--- config.mk ---
export PLATFORM = sky130hd
export DESIGN_NAME = apb_master_arb
export DESIGN_NICKNAME = d
export VERILOG_FILES = /design/src/rtl/apb_master_arb.sv
export SDC_FILE = /design/constraint.sdc
export NUM_CORES = 1
export LEC_CHECK = 0
export BUFFER_PORTS_ARGS = -buffer_cell sky130_fd_sc_hd__buf_2
export CORE_AREA = 2 2 177 179
export CTS_CLUSTER_DIAMETER = 50
export DETAILED_ROUTE_END_ITERATION = 7
export DIE_AREA = 0 0 179 181
export PLACE_DENSITY = 0.6
export SLEW_MARGIN = 40
export SYNTH_ARGS = -nofsm -noshare
export SYNTH_HDL_FRONTEND = slang
export SYNTH_SLANG_ARGS = --single-unit
--- constraint.sdc ---
create_clock -name pclk -period 5.4 [get_ports pclk]
set_input_delay 0.27 -clock pclk [delete_from_list [all_inputs] [get_ports pclk]]
set_output_delay 0.27 -clock pclk [all_outputs]
set_load 0.02 [all_outputs]
--- src/rtl/apb_master_arb.sv ---
// Shared APB master: round-robin arbitration among internal requesters, then
// SETUP/ACCESS sequencing with wait states, slave error and bus timeout.
module apb_master_arb #(
  parameter int ADDR_WIDTH = 32,
  parameter int DATA_WIDTH = 32,
  parameter int SLAVE_NUM  = 8,
  parameter int SEL_LSB    = 12,
  parameter int REQ_NUM    = 4,
  parameter int TIMEOUT    = 16
) (
  input  logic                            pclk,
  input  logic                            preset_n,
  input  logic [REQ_NUM-1:0]              req_valid,
  input  logic [REQ_NUM*ADDR_WIDTH-1:0]   req_addr,
  input  logic [REQ_NUM-1:0]              req_write,
  input  logic [REQ_NUM*DATA_WIDTH-1:0]   req_wdata,
  input  logic [REQ_NUM*DATA_WIDTH/8-1:0] req_strb,
  input  logic [REQ_NUM*3-1:0]            req_prot,
  output logic [REQ_NUM-1:0]              req_ready,
  output logic [REQ_NUM-1:0]              rsp_valid,
  output logic [DATA_WIDTH-1:0]           rsp_rdata,
  output logic                            rsp_err,
  output logic                            timeout,
  output logic [ADDR_WIDTH-1:0]           paddr,
  output logic [DATA_WIDTH-1:0]           pwdata,
  output logic                            pwrite,
  output logic                            penable,
  output logic [DATA_WIDTH/8-1:0]         pstrb,
  output logic [2:0]                      pprot,
  output logic [SLAVE_NUM-1:0]            psel,
  input  logic [DATA_WIDTH-1:0]           prdata,
  input  logic                            pready,
  input  logic                            pslverr
);
  localparam int STRB_W = DATA_WIDTH / 8;
  localparam int SEL_W  = $clog2(SLAVE_NUM);
  localparam int GNT_W  = $clog2(REQ_NUM);

  typedef enum logic [1:0] {IDLE, SETUP, ACCESS} state_t;

  state_t             state_reg;
  logic [GNT_W-1:0]   last_grant_reg;
  logic [GNT_W-1:0]   owner_reg;
  logic [7:0]         wait_cnt_reg;
  logic [GNT_W-1:0]   winner;
  logic [GNT_W-1:0]   cand;
  logic               grant_found;
  logic               grant;
  logic               tmo_hit;
  logic               xfer_done;
  logic               arb_point;

  logic [ADDR_WIDTH-1:0] addr_arr  [REQ_NUM];
  logic [DATA_WIDTH-1:0] wdata_arr [REQ_NUM];
  logic [STRB_W-1:0]     strb_arr  [REQ_NUM];
  logic [2:0]            prot_arr  [REQ_NUM];

  generate
    for (genvar gi = 0; gi < REQ_NUM; gi++) begin : g_unpack
      assign addr_arr[gi]  = req_addr[gi*ADDR_WIDTH +: ADDR_WIDTH];
      assign wdata_arr[gi] = req_wdata[gi*DATA_WIDTH +: DATA_WIDTH];
      assign strb_arr[gi]  = req_strb[gi*STRB_W +: STRB_W];
      assign prot_arr[gi]  = req_prot[gi*3 +: 3];
    end
  endgenerate

  // pready in the same cycle as the timeout limit takes priority.
  assign tmo_hit   = (state_reg == ACCESS) && !pready && (wait_cnt_reg == 8'(TIMEOUT - 1));
  assign xfer_done = (state_reg == ACCESS) && (pready || tmo_hit);
  assign arb_point = (state_reg == IDLE) || xfer_done;

  always_comb begin
    winner      = '0;
    cand        = '0;
    grant_found = 1'b0;
    for (int k = 1; k <= REQ_NUM; k++) begin
      cand = GNT_W'((int'(last_grant_reg) + k) % REQ_NUM);
      if (!grant_found && req_valid[cand]) begin
        grant_found = 1'b1;
        winner      = cand;
      end
    end
  end

  assign grant     = preset_n && arb_point && grant_found;
  assign req_ready = grant ? (REQ_NUM'(1) << winner) : '0;

  always_ff @(posedge pclk) begin
    if (!preset_n) begin
      state_reg      <= IDLE;
      last_grant_reg <= GNT_W'(REQ_NUM - 1);
      owner_reg      <= '0;
      wait_cnt_reg   <= '0;
      rsp_valid      <= '0;
      rsp_rdata      <= '0;
      rsp_err        <= 1'b0;
      timeout        <= 1'b0;
      paddr          <= '0;
      pwdata         <= '0;
      pwrite         <= 1'b0;
      penable        <= 1'b0;
      pstrb          <= '0;
      pprot          <= '0;
      psel           <= '0;
    end else begin
      rsp_valid <= '0;
      timeout   <= 1'b0;

      case (state_reg)
        SETUP: begin
          penable      <= 1'b1;
          wait_cnt_reg <= '0;
          state_reg    <= ACCESS;
        end
        ACCESS: begin
          if (!xfer_done)
            wait_cnt_reg <= wait_cnt_reg + 8'd1;
        end
        default: ;
      endcase

      if (xfer_done) begin
        rsp_valid <= REQ_NUM'(1) << owner_reg;
        rsp_err   <= pready ? pslverr : 1'b1;
        rsp_rdata <= (pready && !pwrite) ? prdata : '0;
        timeout   <= tmo_hit;
      end

      // A grant overrides the return to IDLE so transfers run back-to-back.
      if (grant) begin
        state_reg      <= SETUP;
        owner_reg      <= winner;
        last_grant_reg <= winner;
        paddr          <= addr_arr[winner];
        pwrite         <= req_write[winner];
        pwdata         <= req_write[winner] ? wdata_arr[winner] : '0;
        pstrb          <= req_write[winner] ? strb_arr[winner] : '0;
        pprot          <= prot_arr[winner];
        psel           <= SLAVE_NUM'(1) << addr_arr[winner][SEL_LSB +: SEL_W];
        penable        <= 1'b0;
      end else if (xfer_done) begin
        state_reg <= IDLE;
        psel      <= '0;
        penable   <= 1'b0;
      end
    end
  end
endmodule
; ---- Word level (Yosys, flattened, before mapping)
; Cells that the tools add are included.
[totals]
reg_bits = 132
input_bits = 328
out_inout_bits = 123
[op_classes]
addsub = 5
magnitude_cmp = 6
eq_ne = 4
shifts = 3
mux = 42
bitwise = 2
n_reduce_logical = 23
[op_table]
columns = op, n
row1 = $mux 32, 6
row2 = $bmux 32 s2, 2
row3 = $mux 8, 3
row4 = $mux 4, 4
row5 = $pmux 8 s2, 1
row6 = $lt 2x3->1 const B, 5
row7 = $mux 1, 13
row8 = $bmux 1 s2, 5
row9 = $logic_and 1x1->1, 9
row10 = $add 8x1->8 const B, 1
row11 = $bmux 4 s2, 1
row12 = $eq 8x4->1 const B, 1
row13 = $mux 2, 4
row14 = $shl 1x2->4 const A, 2
row15 = $shl 1x3->8 const A, 1
row16 = $bmux 3 s2, 1
row17 = $mux 3, 2
row18 = $logic_not 1->1, 5
row19 = $add 2x1->2 const B, 2
row20 = $add 2x2->2 const B, 2
row21 = $reduce_and 2->1, 2
row22 = $reduce_bool 2->1, 2
row23 = $ge 3x3->1 const B, 1
row24 = $not 2->3, 1
row25 = other kinds (8), 9

; ---- Depth between registers and ports, before layout
; Gate-level depths: netlist of the first run.
[logic_depth]
depth_word = 19
ltp_mapped = 11
mapped_depth_nobuf = 8

; ---- Worst setup path before layout of the first run
; Ideal clock, no wire load.
[synth_path]
path_kind = flip-flop to output port
from = reg wait_cnt_reg[4]
to = out req_ready[3]
t_arrival_ns = 2.420
t_required_ns = 5.130
setup_slack_ns = 2.710
path_stages_with_launch = 9
n_path_buf = 3
cell_sequence = dfxtp_1 -> or4_4 -> o21ba_1 -> buf_6 -> a21oi_4 -> nand3_4 -> clkbuf_1 -> clkbuf_1 -> nor3_1
[synth_between]
elab_chain_len = 8
[synth_lines]
columns = element, line_no
row1 = "start, declared", 44  ; logic [7:0] wait_cnt_reg;
row2 = "start signal, assigned", 117  ; wait_cnt_reg <= wait_cnt_reg + 8'd1;
row3 = $eq 8x4->1, 68  ; assign tmo_hit = (state_reg == ACCESS) && !pready && (wait_cnt_reg == 8'(TIMEOUT - 1));
row4 = $logic_and 1x1->1, 68
row5 = $logic_or 1x1->1, 69  ; assign xfer_done = (state_reg == ACCESS) && (pready || tmo_hit);
row6 = $logic_and 1x1->1, 69
row7 = $logic_or 1x1->1, 70  ; assign arb_point = (state_reg == IDLE) || xfer_done;
row8 = $logic_and 1x1->1 (2 in a row), 85  ; assign grant = preset_n && arb_point && grant_found;
row9 = $mux 4, 86  ; assign req_ready = grant ? (REQ_NUM'(1) << winner) : '0;
row10 = "end, declared", 19  ; output logic [REQ_NUM-1:0] req_ready,
; Every way passes these cells.

; ---- Worst setup path after layout of the first run
; Ends and elaborated chain as after synthesis.

==> impl_metrics.yaml, run 1 <==
critical_path:
  critPathKind: "reg -> out"
  worstPathRequired_ns: 5.13
  worstSetupStartpoint: "wait_cnt_reg[4]$_SDFFE_PN0P_"
  start_kind: "register"
  critPathCaptureType: "primary output"
  cp-endpoint: "req_ready[3]"
  crit_arrival_ns: 3.26
  ff2ff_path_depth: 7
  worstPathMaxFanout: 53
  worstReg2RegEnd: "pwdata[1]$_SDFFE_PN0P_"
  rrSetupSlack_ns: 2.51
  rr_startpoint: "wait_cnt_reg[4]$_SDFFE_PN0P_"
power_and_ir_drop:
  p_per_area_nw_per_um2: 360.5
  power_frac_seq_pct: 33.3
  ir_worst_vdd_uv: 214.9
  p_clk_share_pct: 32.1
  swShare_pct: 39.18
  p_int_mw: 2.181
  leakagePower_nw: 5.139
  combPwrFrac_pct: 34.7
  power.switching_mw: 1.405
floorplan:
  fp.dieH_um: 181
  start_util_pct: 22.36
  dieArea_um2: 32400
  ios: 451
  coreArea_um2: 30350
  rows: 64
  die_w_um: 179
global_routing:
  antenna_found_initial: 0
  grtUsageTotal_pct: 16.67
  grt_overflow_total: 0
  grt_first_pass_wirelength_um: 42480
  grt_max_degree: 81
  grt_pass1_vias: 7768
final_layout:
  post-route-util_pct: 32.78
  drive_above_1_share_pct: 37.82
  num_antenna_cells: 0
  mostFrequentLayoutCell: "buf_2"
  syn_to_final_growth_pct: 46.57
  final_cell_mix: "449 x buf_2, 328 x nand2_1, 133 x nand3_1"
  finalNetCount: 1667
  reg.largest.list: "paddr x32, pwdata x32, rsp_rdata x32"
  layout.cells.non_filler: 1747
routing:
  drt-wirelength-per-cell_um: 15.88
  via_count: 8349
  firstDrtPassIters: 5
  drc: 0
  via_per_inst: 4.779
  routed_wl_um: 27740
  drtIter0Drc: 379
  ant_nets: 0
sta:
  fmax_ghz: 0.2836
  period_needed_ns: 3.526
  clock_skew_ns: 0.01041
  finalSetupViolCount: 0
  hold_viol: 0
  rsz0062_at_grt: "false"
  setup_slack_ns: 1.874
  tightest_slew_ns: 0.7019
  slew_violations: 0
  timing.hold.ws_ns: 0.05398
  fin_tns_setup_ns: 0
  relSlewSlack_pct: 53.20
  finalCritPeriodShare_pct: 65.29
yosys:
  ys_warn_count: 0
  synth-edff-count: 0
  synth_seq_cells: 132
  syn_nets: 1267
  synth_ff_type: "dfxtp_1"
  async_reset_ff_share_pct: 0
  synthDistinctLibCells: 47
  syn_area_um2: 6787
  avgSynthCellArea_um2: 7.235
  yosysSeqAreaShare_pct: 38.94
  synthCells: 938
cts:
  ctsRootBufferMaster: "clkbuf_16"
  cts_hold_buffers: 0
  cts_sinks: 132
  cts.repair.resized: 0
  numCtsBuffers: 17
  clock_path_buffers: 2
  clk_latency_ns: 0.42
  cts.clk_slew.worst_paths_ns: 0.07
  post_cts_buffers: 0
  cts_tree: "built"
  htree_levels: 4
place:
  place_hpwl_um: 20610
  portBuffers: 450
  dpl.cell_count: 1714
  pre_cts_ws_ns: 2.271
  gp_congestion: 0.9094
run_status:
  outcome: "complete, no violations"
worst_hold_path:
  hp-class: "in -> reg"
flow_run:
  maxCapViolations: 0
synthesized netlist by cell type (all sizes together), types with 2 or more instances:
cell type / instances / area share (%)
nand2b: 3 / 0.28
and2: 3 / 0.28
o21ai: 6 / 0.44
o31ai: 2 / 0.22
a31o: 2 / 0.26
nand3: 134 / 10
mux2i: 3 / 0.44
nor2: 24 / 1.3
a22o: 40 / 5.2
nor4: 2 / 0.18
a22oi: 3 / 0.33
a32o: 37 / 5.5
nand4: 3 / 0.28
xor2: 2 / 0.26
a21o: 2 / 0.22
nand2: 328 / 18
a21oi: 14 / 1.2
nor3: 5 / 0.37
a31oi: 38 / 3.5
a311oi: 2 / 0.26
and3: 43 / 4.0
nor2b: 5 / 0.46
buf: 27 / 2.2
inv: 5 / 0.28
clkbuf: 57 / 3.2
dfxtp: 132 / 39
through the flow:
| stage | area [um^2] | total power, mW |
|---|---|---|
| 6_report | 9947 | 3.586 |
| 3_3_place_gp | 9308 | 2.437 |
| 2_1_floorplan | 6787 | 1.989 |
| 4_1_cts | 9927 | 3.634 |
| 3_5_place_dp | 9341 | 2.459 |
| 5_1_grt | 9947 | 3.811 |
power by group through the flow:
stage	clock network, mW	registers [mW]	logic (mW)
after global routing	1.24	1.21	1.36
after floorplan	0	1.36	0.634
after global placement	0	1.21	1.23
after detailed placement	0	1.21	1.25
final	1.15	1.19	1.24
after CTS	1.19	1.19	1.25
kinds of logic (layout without fill, tap and decap cells):
logic type / after synthesis / count (layout) / synth area share, %
AOI/OAI and AO/OA: 156 / 156 / 18.55
xor gates and xnor gates: 2 / 2 / 0.2582
adders and majority gates: 1 / 1 / 0.1843
buffers and inverters: 89 / 502 / 5.605
DFF: 132 / 132 / 38.94
muxes: 4 / 4 / 0.6084
and+or+nand+nor: 554 / 554 / 35.86
worst min-delay path by stage:
stage | slack (ns) | end | start | cells after the start
floorplan | 0.35 | timeout$_SDFF_PN0_ | pready | 1
global placement | 0.43 | psel[0]$_SDFFE_PN0P_ | psel[0]$_SDFFE_PN0P_ | 2
finish | 0.05 | rsp_rdata[21]$_SDFFE_PN0P_ | prdata[21] | 2
global route | 0.03 | rsp_rdata[20]$_SDFFE_PN0P_ | prdata[20] | 2
CTS | 0.03 | rsp_rdata[20]$_SDFFE_PN0P_ | prdata[20] | 2
detailed placement | 0.44 | paddr[0]$_SDFFE_PN0P_ | paddr[0]$_SDFFE_PN0P_ | 2
layout make-up:
cell class	count	area, um^2
clock inverter	15	160.2
tap	396	495.5
clock buffer	17	425.4
sequential	132	2643
fill	3299	20400
multi-input combinational	717	3806
timing repair buffer	465	2399
inverter	5	18.77
worst max-delay path, stage by stage (launching register included):
cell     delay [ns]
dfxtp_1        0.38
or4_4          0.55
o21ba_1        0.30
a21oi_4        0.26
nand3_4        0.38
buf_4          0.48
nor3_1         0.24
buf_2          0.19
metal layers:
| metal | wire (um) | vias to the layer above | global-route usage, % |
|---|---|---|---|
| met5 | 0 | - | 0 |
| met4 | 977 | 0 | 6.699 |
| met3 | 1816 | 50 | 3.367 |
| li1 | - | 4089 | - |
| met1 | 11700 | 3855 | 20.82 |
| met2 | 13250 | 355 | 27.83 |
Note: power is estimated with default switching activity, not from simulation.
==> inputs of run 2 (changes only) <==
ABC_AREA = 1   (was unset)
CORE_AREA = 2 2 175 177   (was 2 2 177 179)
DIE_AREA = 0 0 177 179   (was 0 0 179 181)
PLACE_DENSITY = 0.67   (was 0.6)
clock period = 3.2 ns   (was 5.4 ns; I/O delays follow)
==> run 2 against run 1 <==
  * Critical path depth increased by 6
  * Clock power increased by 70%
  * Clock skew decreased by 0.0015 ns
  * Setup slack worse by 1.6 ns
  * Combinational power grew to 6.3 times the previous value
  * Flip-flop and latch count stayed put
  * Power grew to 3.4 times the previous value
  * Sequential power increased by 98%
  * Wire length grew 10%
  * Die area is 2.2% lower
  * Cell count is 22% higher
  * Non-clock buffer count rose by 17
==> impl_metrics.yaml, run 2 <==
cts:
  cts_sinks: 132
  clock_path_buffers: 2
  cts.clk_slew.worst_paths_ns: 0.06
  numCtsBuffers: 17
  htree_levels: 4
  ctsRootBufferMaster: "clkbuf_16"
  clk_latency_ns: 0.42
  cts_tree: "built"
yosys:
  ys_warn_count: 0
  synth.area.top_cells: "dfxtp_1 33%, nand2_1 18%, nand3_1 11%, inv_1 8.6%, o21ai_0 7.2%"
  async_reset_ff_share_pct: 0
  synth_top_area_share_pct: 33.33
  yosysSeqAreaShare_pct: 33.33
  yosysMostFrequentCell: "nand2_1"
  synth_ff_type: "dfxtp_1"
  synthCells: 1315
  yosysTopAreaCell: "dfxtp_1"
  syn_nets: 1644
  ys_top_cells_by_count: "380 x nand2_1, 182 x inv_1, 179 x nand3_1"
  avgSynthCellArea_um2: 6.029
  synthDistinctLibCells: 32
  synth-edff-count: 0
  syn_area_um2: 7928
  synth_seq_cells: 132
sta:
  fin_tns_setup_ns: 0
  setup_slack_ns: 0.2460
  slew_violations: 0
  tightest_slew_ns: 0.8012
  fmax_ghz: 0.3385
  period_needed_ns: 2.954
  finalCritPeriodShare_pct: 92.31
  clock_skew_ns: 0.008874
  hold_viol: 0
  relSlewSlack_pct: 46.58
  timing.hold.ws_ns: 0.02262
  finalSetupViolCount: 0
global_routing:
  grt_max_degree: 77
  grt_first_pass_wirelength_um: 46880
  grtUsageTotal_pct: 18.73
  grt_overflow_total: 0
  grt_pass1_vias: 9185
  antenna_found_initial: 3
floorplan:
  fp.dieH_um: 179
  dieArea_um2: 31680
  ios: 451
  rows: 64
  coreArea_um2: 30030
  die_w_um: 177
  start_util_pct: 26.40
critical_path:
  worstPathRequired_ns: 3.04
  worstSetupStartpoint: "last_grant_reg[0]$_SDFFE_PN1P_"
  critPathKind: "reg -> out"
  rrSetupSlack_ns: 0.50
  ff2ff_path_depth: 15
  worstReg2RegEnd: "psel[4]$_SDFFE_PN0P_"
  critPathCaptureType: "primary output"
  rr_startpoint: "last_grant_reg[0]$_SDFFE_PN1P_"
  worstPathMaxFanout: 17
  crit_arrival_ns: 2.79
  start_kind: "register"
routing:
  routed_wl_um: 30510
  drc: 0
  via_count: 9849
  firstDrtPassIters: 4
  drt-wirelength-per-cell_um: 14.31
  ant_nets: 0
  via_per_inst: 4.617
  drtIter0Drc: 324
place:
  gp_congestion: 0.9258
  place_hpwl_um: 23450
  pre_cts_ws_ns: 0.3968
  portBuffers: 450
  placed_cell_area_um2: 10450
final_layout:
  mostFrequentLayoutCell: "buf_2"
  fillers: 3286
  final_cell_mix: "450 x buf_2, 379 x nand2_1, 181 x inv_1"
  syn_to_final_growth_pct: 40.66
  multiInputGateArea_um2: 4163
  finalInstanceArea_um2: 11150
  finalNetCount: 2053
  seq_area_um2: 2643
  reg.largest.list: "paddr x32, pwdata x32, rsp_rdata x32"
  drive_above_1_share_pct: 30.24
power_and_ir_drop:
  combPwrFrac_pct: 64.3
  finalPower_mw: 12.07
  leakagePower_nw: 6.137
  power.switching_mw: 6.385
  p_int_mw: 5.690
  p_per_area_nw_per_um2: 1083
  p_clk_share_pct: 16.2
  ir_worst_vdd_uv: 783.6
  power_frac_seq_pct: 19.5
  swShare_pct: 52.88
worst_hold_path:
  hold_path_depth: 3
  hold_path_end: "rsp_rdata[28]$_SDFFE_PN0P_"
  min_from: "prdata[28]"
  hp-class: "in -> reg"
flow_run:
  maxCapViolations: 0
run_status:
  outcome: "complete, no violations"
## run 2: changes by cell type after synthesis, moves of 20 or more
cell	delta
a22o_1	-40
nor2_1	+43
a32o_1	-37
nand3_1	+46
o21ai_0	+109
o21bai_1	+22
nand2_1	+52
o21ai_1	+20
inv_1	+177
a21oi_1	+50
buf_2	+21
a31oi_1	-27
and3_1	-43
## run 2: per-layer routing
metal	track usage (%)	routed length [um]
met3	5.640	2494
met1	21.85	12720
met5	0	26
met2	32.15	14330
met4	7.197	949
## run 2: stage by stage
step / std cells / util, %
floorplan: 1315 / -
global placement: 2089 / 34.76
detailed placement: 2089 / 34.78
CTS: 2132 / 37.10
finish: 2133 / 37.13
global route: 2132 / 37.13
## run 2: cell families (layout without fill, tap and decap cells)
logic type,after synthesis,in the layout,synth area share [%]
buffers and inverters,280,701,14.73
AOI/OAI and AO/OA,236,236,15.94
DFF,132,132,33.33
other,0,1,0
and+or+nand+nor,666,666,35.84
adders and majority gates,1,1,0.1578
## run 2: critical path, cell delays in order (launching register included)
cell and delay (ns):
dfxtp_1 0.51, inv_4 0.10, nand2_1 0.08, nand2_1 0.07
nand2_1 0.12, nand2_2 0.10, nor2_2 0.14, nand3_4 0.20
nand3_4 0.23, inv_4 0.13, nor2_1 0.29, inv_1 0.13
nor2_1 0.10, buf_2 0.18
## run 2: area by class of cell
cell class              count  area share (%)
flip-flops and latches    132           23.70
repair buffers            482           22.96
clock buffers              17           3.815
inverters                 188           6.385
multi-input cells         903           37.33
clock inverters            14           1.346
diodes                      1         0.02244
well taps                 396           4.443
## run 2: power groups by stage
stage | registers, mW | clock network, mW | logic, mW
2_1_floorplan | 2.84 | 0 | 5.27
6_report | 2.36 | 1.95 | 7.76
3_5_place_dp | 2.40 | 0 | 7.81
3_3_place_gp | 2.39 | 0 | 7.74
4_1_cts | 2.37 | 2.01 | 7.84
5_1_grt | 2.41 | 2.09 | 8.81
## run 2: worst max-delay path by stage
stage / to / slack [ns] / cells past startpoint
after floorplan: req_ready[1] / 1.05 / 10
after global placement: psel[1]$_SDFFE_PN0P_ / 0.50 / 15
after detailed placement: psel[1]$_SDFFE_PN0P_ / 0.40 / 15
after CTS: req_ready[0] / 0.09 / 13
after global routing: req_ready[0] / -0.02 / 13
final: req_ready[0] / 0.25 / 13
## run 2: repair_timing
item / CTS / global route
gates resized for setup: 0 / 1
setup buffers: 0 / 0
setup endpoints to repair: 0 / 2
hold buffers: 12 / 0
hold endpoints to repair: 12 / 0
